<file path="config.mk">
export PLATFORM = sky130hd
export DESIGN_NAME = lmu_ram_burst_master
export DESIGN_NICKNAME = d
export VERILOG_FILES = /design/src/rtl/lmu_ram_burst_master.sv
export SDC_FILE = /design/constraint.sdc
export NUM_CORES = 1
export LEC_CHECK = 0
export CORE_UTILIZATION = 49
export CTS_CLUSTER_DIAMETER = 40
export DETAILED_ROUTE_END_ITERATION = 6
export PLACE_DENSITY = 0.8
export SLEW_MARGIN = 20
export SYNTH_ARGS = -nofsm -noshare
export SYNTH_HDL_FRONTEND = slang
export SYNTH_SLANG_ARGS = --single-unit
export TNS_END_PERCENT = 5
</file>
<file path="constraint.sdc">
create_clock -name clk_i -period 2.5 [get_ports clk_i]
set_clock_uncertainty 0.2 [all_clocks]
set_input_delay 0.5 -clock clk_i [delete_from_list [all_inputs] [get_ports clk_i]]
set_output_delay 0.5 -clock clk_i [all_outputs]
set_load 0.05 [all_outputs]
</file>
<file path="src/rtl/lmu_ram_burst_master.sv">
// lmu_ram_burst_master: read/write burst initiator for the single-port LMU SRAM.
// Fixed-latency read returns land in a credit-managed 4-entry response FIFO.
module lmu_ram_burst_master #(
    parameter int NUM_WORDS = 1024,
    parameter int RD_LAT    = 1,
    parameter int LEN_W     = 8,
    localparam int AW       = $clog2(NUM_WORDS)
) (
    input  logic             clk_i,
    input  logic             rst_i,
    input  logic             cmd_valid_i,
    output logic             cmd_ready_o,
    input  logic             cmd_we_i,
    input  logic [AW-1:0]    cmd_addr_i,
    input  logic [LEN_W-1:0] cmd_len_i,
    input  logic             wdata_valid_i,
    output logic             wdata_ready_o,
    input  logic [31:0]      wdata_i,
    input  logic [3:0]       wbe_i,
    output logic             rdata_valid_o,
    input  logic             rdata_ready_i,
    output logic [31:0]      rdata_o,
    output logic             busy_o,
    output logic             done_o,
    output logic             req_o,
    output logic             we_o,
    output logic [AW-1:0]    addr_o,
    output logic [31:0]      wdata_o,
    output logic [3:0]       be_o,
    input  logic [31:0]      rdata_i
);

    typedef enum logic [1:0] {IDLE, WRITE, READ, DRAIN} state_t;

    state_t            state_q, state_d;
    logic [AW-1:0]     addr_q;
    logic [LEN_W-1:0]  rem_q;
    logic              done_q;
    logic [RD_LAT-1:0] pipe_q;
    logic [31:0]       fifo_mem [4];
    logic [1:0]        wr_ptr, rd_ptr;
    logic [2:0]        fifo_cnt;
    logic [2:0]        inflight;

    logic cmd_fire, wr_beat, rd_issue;
    logic credit_ok, push, pop, last_pop;

    assign cmd_fire  = cmd_valid_i && (state_q == IDLE);
    assign wr_beat   = (state_q == WRITE) && wdata_valid_i;
    assign credit_ok = (fifo_cnt + inflight) < 3'd4;
    assign rd_issue  = (state_q == READ) && credit_ok;
    assign push      = pipe_q[RD_LAT-1];
    assign pop       = rdata_valid_o && rdata_ready_i;
    // Burst is over once nothing is in flight and the final entry leaves
    assign last_pop  = (inflight == 3'd0) &&
                       (fifo_cnt == 3'd0 || (fifo_cnt == 3'd1 && pop));

    always_comb begin
        inflight = '0;
        for (int i = 0; i < RD_LAT; i++) begin
            inflight = inflight + {2'b00, pipe_q[i]};
        end
    end

    always_ff @(posedge clk_i) begin
        if (rst_i) state_q <= IDLE;
        else       state_q <= state_d;
    end

    always_comb begin
        state_d = state_q;
        unique case (state_q)
            IDLE:    if (cmd_valid_i) state_d = cmd_we_i ? WRITE : READ;
            WRITE:   if (wr_beat && rem_q == '0) state_d = IDLE;
            READ:    if (rd_issue && rem_q == '0) state_d = DRAIN;
            DRAIN:   if (last_pop) state_d = IDLE;
            default: state_d = IDLE;
        endcase
    end

    always_comb begin
        cmd_ready_o   = 1'b0;
        wdata_ready_o = 1'b0;
        req_o         = 1'b0;
        we_o          = 1'b0;
        addr_o        = addr_q;
        wdata_o       = '0;
        be_o          = '0;
        unique case (state_q)
            IDLE: cmd_ready_o = 1'b1;
            WRITE: begin
                wdata_ready_o = 1'b1;
                req_o         = wdata_valid_i;
                we_o          = 1'b1;
                wdata_o       = wdata_i;
                be_o          = wbe_i;
            end
            READ:    req_o = credit_ok;
            default: ;
        endcase
    end

    always_ff @(posedge clk_i) begin
        if (rst_i) begin
            addr_q <= '0;
            rem_q  <= '0;
            done_q <= 1'b0;
        end else begin
            done_q <= (wr_beat && rem_q == '0) ||
                      (state_q == DRAIN && last_pop);
            if (cmd_fire) begin
                addr_q <= cmd_addr_i;
                rem_q  <= cmd_len_i;
            end else if (wr_beat || rd_issue) begin
                addr_q <= addr_q + AW'(1);
                rem_q  <= rem_q - LEN_W'(1);
            end
        end
    end

    always_ff @(posedge clk_i) begin
        if (rst_i) begin
            pipe_q   <= '0;
            wr_ptr   <= '0;
            rd_ptr   <= '0;
            fifo_cnt <= '0;
        end else begin
            pipe_q[0] <= rd_issue;
            for (int i = 1; i < RD_LAT; i++) begin
                pipe_q[i] <= pipe_q[i-1];
            end
            if (push) wr_ptr <= wr_ptr + 2'd1;
            if (pop)  rd_ptr <= rd_ptr + 2'd1;
            fifo_cnt <= fifo_cnt + {2'b00, push} - {2'b00, pop};
        end
    end

    always_ff @(posedge clk_i) begin
        if (push) fifo_mem[wr_ptr] <= rdata_i;
    end

    assign rdata_valid_o = (fifo_cnt != 3'd0);
    assign rdata_o       = rdata_valid_o ? fifo_mem[rd_ptr] : '0;
    assign busy_o        = (state_q != IDLE);
    assign done_o        = done_q;

endmodule

</file>
# Yosys cells after proc, flatten, opt, wreduce, memory -nomap -nowiden
# Memory sizes are Yosys's and may differ from the RTL's. A register that Yosys moved wholly into a read port is not among the register bits.
# Index checks and enable logic that the tools add are counted.
[word_totals] mem_bits_rw=128 romBits=0 reg_bits=29 latchBits=0 elab_cells=64 memories=1 input_bits=92 out_inout_bits=85
[mem_list] memory="fifo_mem" words=4 width=32 rd=1 rd_ports_with_merged_regs=1 wr=1 line="40" source="logic [31:0] fifo_mem [4];"
[op_classes] n_reduce_logical=20 eq_ne=8 n_lt_le_gt_ge=1 muxes=20 n_shift=0 bitwise_logic=0 mul=0 n_addsub=6 n_div=0
[ops] op="$mux 32" n=2
[ops] op="$mux 10" n=2
[ops] op="$mux 8" n=2
[ops] op="$mux 2" n=7
[ops] op="$add 10x1->10 const B" n=1
[ops] op="$logic_and 1x1->1" n=9
[ops] op="$logic_not 8->1" n=1
[ops] op="$pmux 2 s4" n=1
[ops] op="$sub 8x1->8 const B" n=1
[ops] op="$logic_not 3->1" n=2
[ops] op="$add 2x1->2 const B" n=2
[ops] op="$eq 2x2->1 const B" n=2
[ops] op="$mux 1" n=4
[ops] op="$mux 4" n=1
[ops] op="$ne 2x1->1 const B" n=2
[ops] op="$ne 2x2->1 const B" n=2
[ops] op="$reduce_and 4->1" n=1
[ops] op="$reduce_bool 2->1" n=2
[ops] op="$add 3x1->3" n=1
[ops] op="$eq 3x1->1 const B" n=1
[ops] op="$logic_or 1x1->1" n=3
[ops] op="$lt 3x3->1 const B" n=1
[ops] op="$reduce_bool 3->1" n=1
[ops] op="$sub 3x1->3" n=1
[ops] op="other kinds (3)" n=3

# Longest topological paths before layout
# Gate-level depths: netlist (run 1).
[logic_depth] ltp_word=7 ltp_mapped=7 mapped_depth_nobuf=6

# Least setup slack after synthesis (run 1)
# No wires, ideal clock.
[synth_path] path_type="reg2out" from="reg state_q[1]" to="out wdata_o[10]" arrival_ns=1.816 path_stages_with_launch=6 t_required_ns=1.800 slack_ns=-0.016 path_cell_list="dfxtp_1 -> inv_1 -> ha_1 -> clkbuf_1 -> clkbuf_1 -> and2_1"
[synth_between] elab_chain_len=2
[synth_lines] item="start: declaration" line="35" source="state_t state_q, state_d;"
[synth_lines] item="start signal: assignment" line="67" source="else state_q <= state_d;"
[synth_lines] item="$eq 2x1->1" line="89" source="unique case (state_q)"
[synth_lines] item="$mux 32" line="89"
[synth_lines] item="end: declaration" line="28" source="output logic [31:0] wdata_o,"
# No other way between the ends.

==> results of run 1 <==
==> state kept, by name, summed over array words and instances (netlist names), named ones only <==
register / flops
pipe_q: 1
state_q: 2
fifo_mem: 128
rem_q: 8
done_o: 1
rd_ptr: 2
fifo_cnt: 3
addr_o: 10
wr_ptr: 2
==> cell usage after synthesis (5+ instances only) <==
cell type / instances
ha_1: 15
inv_1: 14
or3_1: 7
a311oi_1: 14
or4_1: 6
nor2_1: 31
o21ai_0: 10
and2_1: 75
mux4_2: 32
edfxtp_1: 128
dfxtp_1: 31
xnor2_1: 5
nand2_1: 7
clkbuf_1: 15
nor3_1: 5
nand3_1: 5
o31ai_1: 9
==> metal layers <==
layer / routed length (um) / GRT usage (%) / share of wire [%]
met4: 279 / 10.7 / 1.6
met5: 0 / 0 / 0
met2: 9520 / 43.7 / 55
met1: 6560 / 29.2 / 38
met3: 1020 / 6.13 / 5.9
==> final timing paths <==
| path | from | to | slack [ps] | cells after the start |
|---|---|---|---|---|
| max | flip-flop | rdata_o[30] | -90 | 4 |
| min | rd_ptr[1] | flip-flop | 320 | 2 |
| max reg2reg | pipe_q | state_q[0] | 70 | 9 |
| min reg2reg | rd_ptr[1] | flip-flop | 320 | 2 |
==> power by group through the flow <==
| stage | registers (W) | logic, W | clock network, W |
|---|---|---|---|
| floorplan | 0.00349 | 0.00368 | 0 |
| global route | 0.00339 | 0.00756 | 0.00297 |
| global placement | 0.00334 | 0.00642 | 0 |
| finish | 0.00336 | 0.00723 | 0.00284 |
| detailed placement | 0.00336 | 0.00652 | 0 |
| CTS | 0.00334 | 0.00715 | 0.00287 |
==> worst register-to-register path, cell delays in order, from the launching register on <==
cell,delay [ps]
dfxtp_2,330
ha_4,160
ha_4,160
xor2_2,180
buf_4,160
buf_4,120
buf_4,140
o31ai_1,250
and4b_1,270
mux2_2,340
==> final cells by class <==
class	count	area [um2]	share of cell area [%]
Sequential cell	159	4470	43.0
Multi-Input combinational cell	251	2330	22.4
Clock buffer	17	425	4.09
Clock inverter	15	235	2.26
Tap cell	176	220	2.12
Inverter	14	52.6	0.506
Timing Repair Buffer	200	2660	25.6
==> kinds of logic (layout without fill, tap and decap cells) <==
| group | count (synthesis) | after routing | synth area share (%) |
|---|---|---|---|
| and+or+nand+nor | 153 | 153 | 12.9 |
| xor gates and xnor gates | 7 | 7 | 0.898 |
| muxes | 36 | 36 | 11.2 |
| buffers and inverters | 40 | 246 | 2.58 |
| adders and majority gates | 15 | 15 | 2.75 |
| DFF | 159 | 159 | 65.4 |
| AOI/OAI and AO/OA | 40 | 40 | 4.34 |
==> through the flow <==
step	hold slack, ps	setup TNS (ps)	instance area, um2	power, W	utilization, %
CTS	334	-2750	10300	0.0134	76.8
finish	325	-2090	10400	0.0134	77.5
floorplan	269	0	6830	0.00718	-
global placement	292	0	9420	0.00976	70.3
detailed placement	317	0	9420	0.00988	70.3
global route	354	-3790	10400	0.0139	77.5
==> what timing repair did <==
| item | CTS | global route |
|---|---|---|
| setup buffers | 1 | 1 |
| pin swaps | 3 | 1 |
| setup endpoints to repair | 33 | 74 |
| gates cloned | 2 | 1 |
| resized for setup | 54 | 14 |
==> out/qor.csv, run 1 <==
metric,value,unit
synth_edf_count,128,
hold_violations,0,
syn_inst,450,
clk_pin_slew,60,ps
final_cell_mix,"edfxtp_1, clkdlybuf4s50_1, buf_12",
grt_pass1_vias,4890,
wire_per_inst,20.9,um
ys_ff_latch,159,
synth_top_flop_cell,edfxtp_1,
p_comb_share,53.8,%
drt-total-wl,17.4,mm
fin_ws,-94.2,ps
critPathMaxStageDelay,510,ps
drive_above_1_share,32.8,%
p_int,0.00820,W
violations,setup timing,
maxSlewHeadroom,53.5,%
insertion_delay,430,ps
arrival,1890,ps
n_antenna_cell,0,
power_density,1290,mW/mm2
worst-setup-path-type,flip-flop to primary output,
cts_buffers,17,
ys_types,43,
hpwl,11.1,mm
setup_viol,33,
fin_crit,2590,ps
required,1800,ps
fmaxAchievable,385,MHz
grt_pass1_wl,26.4,mm
core.rowCount,42,
cts_tree,yes,
slowest_stage,mux4_2,
cp-start-kind,flip-flop,
routed-via-count,4574,
viasPerCell,5.50,
dpl.cell_count,795,
grt_setup_unrepaired,yes,
synth_top_area_cell,edfxtp_1,
cts_root_buf,clkbuf_16,
grt_max_degree,40,
fin_nets,750,
crit_path_max_fanout,8,
crit_buf_inv,2,
synth_area_leaders,"edfxtp_1, mux4_2, dfxtp_1, and2_1, ha_1",
final_common_cell,edfxtp_1,
track_usage,25.0,%
io_buffers,176,
ys_warn_count,0,
p_sw_share,39.0,%
antenna_found_initial,0,
syn-num-nets,557,
power.leakage,3.68,nW
avgSynthCellArea,15.2,um2
postCtsHoldBufs,0,
fin_crit_sh,104,%
seqPwrFrac,25.0,%
start_util,51.0,%
synth_async_sr_flop_share,0,%
worstHoldPathType,flip-flop to flip-flop,
dieArea,0.0144,mm2
dp_slack,17.2,ps
cp_top_family,multiplexers,
dieHeight,120,um
h-tree-depth,4,
postRouteAntennaNets,0,
design.portCount,177,
tightestPinTransition,695,ps
drtPass1Iterations,4,
yosysSeqAreaShare,65.4,%
grt_overflow_total,0,
synth_top_area_share,56.3,%
fp.coreArea,0.0134,mm2
ir_worst_vdd,0.842,mV
cts_max_path_buffers,2,
max_cap_viol_count,0,
fill_cells,754,
p_clk_share,21.1,%
cts_num_sinks,159,
drt_iter0_drc,281,
fin_cells,832,
cp_cell_sequence,clkbuf_16 -> mux4_2 -> and2_4 -> buf_6,
die_w,120,um
status,"finished, violations left",
slew_viol_final,0,
drc,0,
netlist_area,0.00683,mm2
crit_path_end_kind,primary output,
globalplace.congestion,0.846,
areaGrowthSynthToFinish,52.2,%
power.switching,0.00524,W
Note: power is estimated with default switching activity, not from simulation.
==> inputs of run 2 (changes only) <==
--- a/config.mk
+++ b/config.mk
@@ -5,10 +5,12 @@
 export SDC_FILE = /design/constraint.sdc
 export NUM_CORES = 1
 export LEC_CHECK = 0
-export CORE_UTILIZATION = 49
+export CELL_PAD_IN_SITES_DETAIL_PLACEMENT = 1
+export CELL_PAD_IN_SITES_GLOBAL_PLACEMENT = 1
+export CORE_UTILIZATION = 40
 export CTS_CLUSTER_DIAMETER = 40
 export DETAILED_ROUTE_END_ITERATION = 6
-export PLACE_DENSITY = 0.8
+export PLACE_DENSITY_LB_ADDON = 0.1
 export SLEW_MARGIN = 20
 export SYNTH_ARGS = -nofsm -noshare
 export SYNTH_HDL_FRONTEND = slang
==> run 2 against run 1 <==
  * The flow still finishes with violations (setup timing)
  * Global-route usage is 3.9 points lower
  * Maximum frequency rose by 1.7%
  * Sequential share of layout area rose by 0.074 points
  * Setup slack gained 44 ps
  * Critical path depth up 3
==> out/qor.csv, run 2 (synthesis gave the netlist of run 1 again) <==
metric,value,unit,change
arrival,1850,ps,was 1890 ps
cts_num_sinks,159,,unchanged
power.leakage,3.65,nW,was 3.68 nW
dpl.cell_count,839,,was 795
grt_setup_unrepaired,yes,,unchanged
dieHeight,133,um,was 120 um
hold_violations,0,,unchanged
hold_end,rem_q[7],,
tightestPinTransition,921,ps,was 695 ps
clk_pin_slew,70,ps,was 60 ps
fin_nets,750,,unchanged
grt_pass1_wl,27.7,mm,was 26.4 mm
maxSlewHeadroom,38.6,%,was 53.5%
regArea,0.00447,mm2,about the same
cts_max_path_buffers,2,,unchanged
crit_path_max_fanout,4,,was 8
critPathMaxStageDelay,340,ps,was 510 ps
cp-startpoint,fifo_cnt[0],,
globalplace.congestion,0.791,,was 0.846
crit_path_end_kind,primary output,,unchanged
fin_crit_sh,102,%,was 104%
grt_overflow_total,0,,unchanged
grt_max_degree,40,,unchanged
slowest_stage,dfxtp_2,,was mux4_2
drtPass1Iterations,6,,was 4
track_usage,21.1,%,was 25.0%
power_density,1280,mW/mm2,was 1290 mW/mm2
worst-setup-path-type,flip-flop to primary output,,unchanged
routed-via-count,4493,,"was 4,574"
areaGrowthSynthToFinish,51.9,%,was 52.2%
final_common_cell,edfxtp_1,,unchanged
slew_viol_final,0,,unchanged
fmaxAchievable,392,MHz,was 385 MHz
cp_cell_sequence,ha_4 -> ha_4 -> xor2_2 -> buf_6 -> o21ai_4 -> and2_4 -> buf_12,,was clkbuf_16 -> mux4_2 -> and2_4 -> buf_6
dp_slack,-90.9,ps,was 17.2 ps
worstHoldPathCells,2,,unchanged
antenna_found_initial,0,,unchanged
drt-total-wl,17.6,mm,was 17.4 mm
postRouteAntennaNets,0,,unchanged
hpwl,12.1,mm,was 11.1 mm
grt_pass1_vias,4957,,"was 4,890"
core.rowCount,47,,was 42
fp.coreArea,0.0166,mm2,was 0.0134 mm2
n_antenna_cell,0,,unchanged
final_cell_mix,"edfxtp_1, clkdlybuf4s50_1, buf_12",,unchanged
p_total,0.0133,W,was 0.0134 W
dieArea,0.0176,mm2,was 0.0144 mm2
start_util,41.0,%,was 51.0%
hp-start,rem_q[7],,was rd_ptr[1]
cts_root_buf,clkbuf_16,,unchanged
cts_tree,yes,,unchanged
r2r.worst_path.cells,7,,was 9
h-tree-depth,4,,unchanged
fin_crit,2550,ps,was 2590 ps
worstHoldPathType,flip-flop to flip-flop,,unchanged
drive_above_1_share,32.9,%,was 32.8%
drc,0,,unchanged
drt_iter0_drc,198,,was 281
fill_cells,1494,,was 754
crit_top_cell,ha_4,,
viasPerCell,5.13,,was 5.50
multi_input_area,0.00234,mm2,was 0.00233 mm2
die_w,133,um,was 120 um
ir_worst_vdd,0.781,mV,was 0.842 mV
fin_ws,-49.8,ps,was -94.2 ps
violations,setup timing,,unchanged
cp-start-kind,flip-flop,,unchanged
cts_buffers,17,,unchanged
largest_reg_flops,128,,unchanged
top_register,fifo_mem,,unchanged
setup_viol,27,,was 33
r2r_end,rem_q[3],,was state_q[0]
fin_cells,876,,was 832
design.portCount,177,,unchanged
status,"finished, violations left",,unchanged
max_cap_viol_count,0,,unchanged
insertion_delay,420,ps,was 430 ps
required,1800,ps,about the same
io_buffers,176,,unchanged
ff2ff_setup_slack,60,ps,was 70 ps
r2r_start,fifo_cnt[0],,was pipe_q
wire_per_inst,20.1,um,was 20.9 um
[run 2: cell count changes in the layout (fill, tap and decap cells not counted), moves of 2 or more]
cell / previous run / this run
buf_16: 2 / 0
buf_12: 61 / 63
clkinvlp_4: 4 / 2
clkinv_4: 4 / 1
bufinv_16: 5 / 3
inv_8: 1 / 4
buf_4: 15 / 17
inv_6: 1 / 4
[run 2: how the worst max path moves through the flow]
stage,end,cells past startpoint
global route,rdata_o[19],4
global placement,addr_o[7],6
detailed placement,rem_q[5],6
finish,req_o,7
floorplan,rdata_o[22],4
CTS,rdata_o[16],5
[run 2: routing by layer]
metal	vias up	GRT usage [%]	part of all wire, %
li1	2087	-	-
met1	2294	26.0	41
met2	100	37.6	54
met3	12	3.95	3.2
met4	0	6.58	1.1
met5	-	0	0
[run 2: what timing repair did]
item	4_1_cts	5_1_grt
endpoints found under the hold margin	0	0
pin swaps	1	6
gates cloned	2	0
setup endpoints to repair	33	70
buffers inserted	2	3
hold buffers	0	0
gates resized for setup	54	13
[run 2: layout make-up]
type / instances / share of cell area (%)
Sequential cell: 159 / 43.1
Clock buffer: 18 / 4.14
Multi-Input combinational cell: 251 / 22.5
Clock inverter: 14 / 1.87
Inverter: 14 / 0.507
Timing Repair Buffer: 200 / 25.2
Tap cell: 220 / 2.65
[run 2: stage by stage]
step | area (um2) | TNS (ps) | hold slack, ps | utilization, %
2_1_floorplan | 6830 | 0 | 269 | -
3_3_place_gp | 9470 | 0 | 291 | 56.9
3_5_place_dp | 9470 | -237 | 307 | 56.9
4_1_cts | 10300 | -2930 | 319 | 62.1
5_1_grt | 10400 | -2590 | 338 | 62.3
6_report | 10400 | -632 | 324 | 62.3
[run 2: power breakdown]
part | internal (W) | leakage (nW) | total, W | switching, W
clock network | 0.00161 | 0.300 | 0.00273 | 0.00111
registers | 0.00313 | 1.41 | 0.00335 | 0.000220
logic | 0.00331 | 1.93 | 0.00725 | 0.00394
total | 0.00805 | 3.65 | 0.0133 | 0.00527
[run 2: worst max-delay path, delay by kind of cell (launching register included)]
kind / cells / cell delay [ps]
flops: 1 / 340
fa+ha+maj: 2 / 330
buf+inv: 2 / 270
xor+xnor: 1 / 180
simple gates: 1 / 170
compound gates: 1 / 150
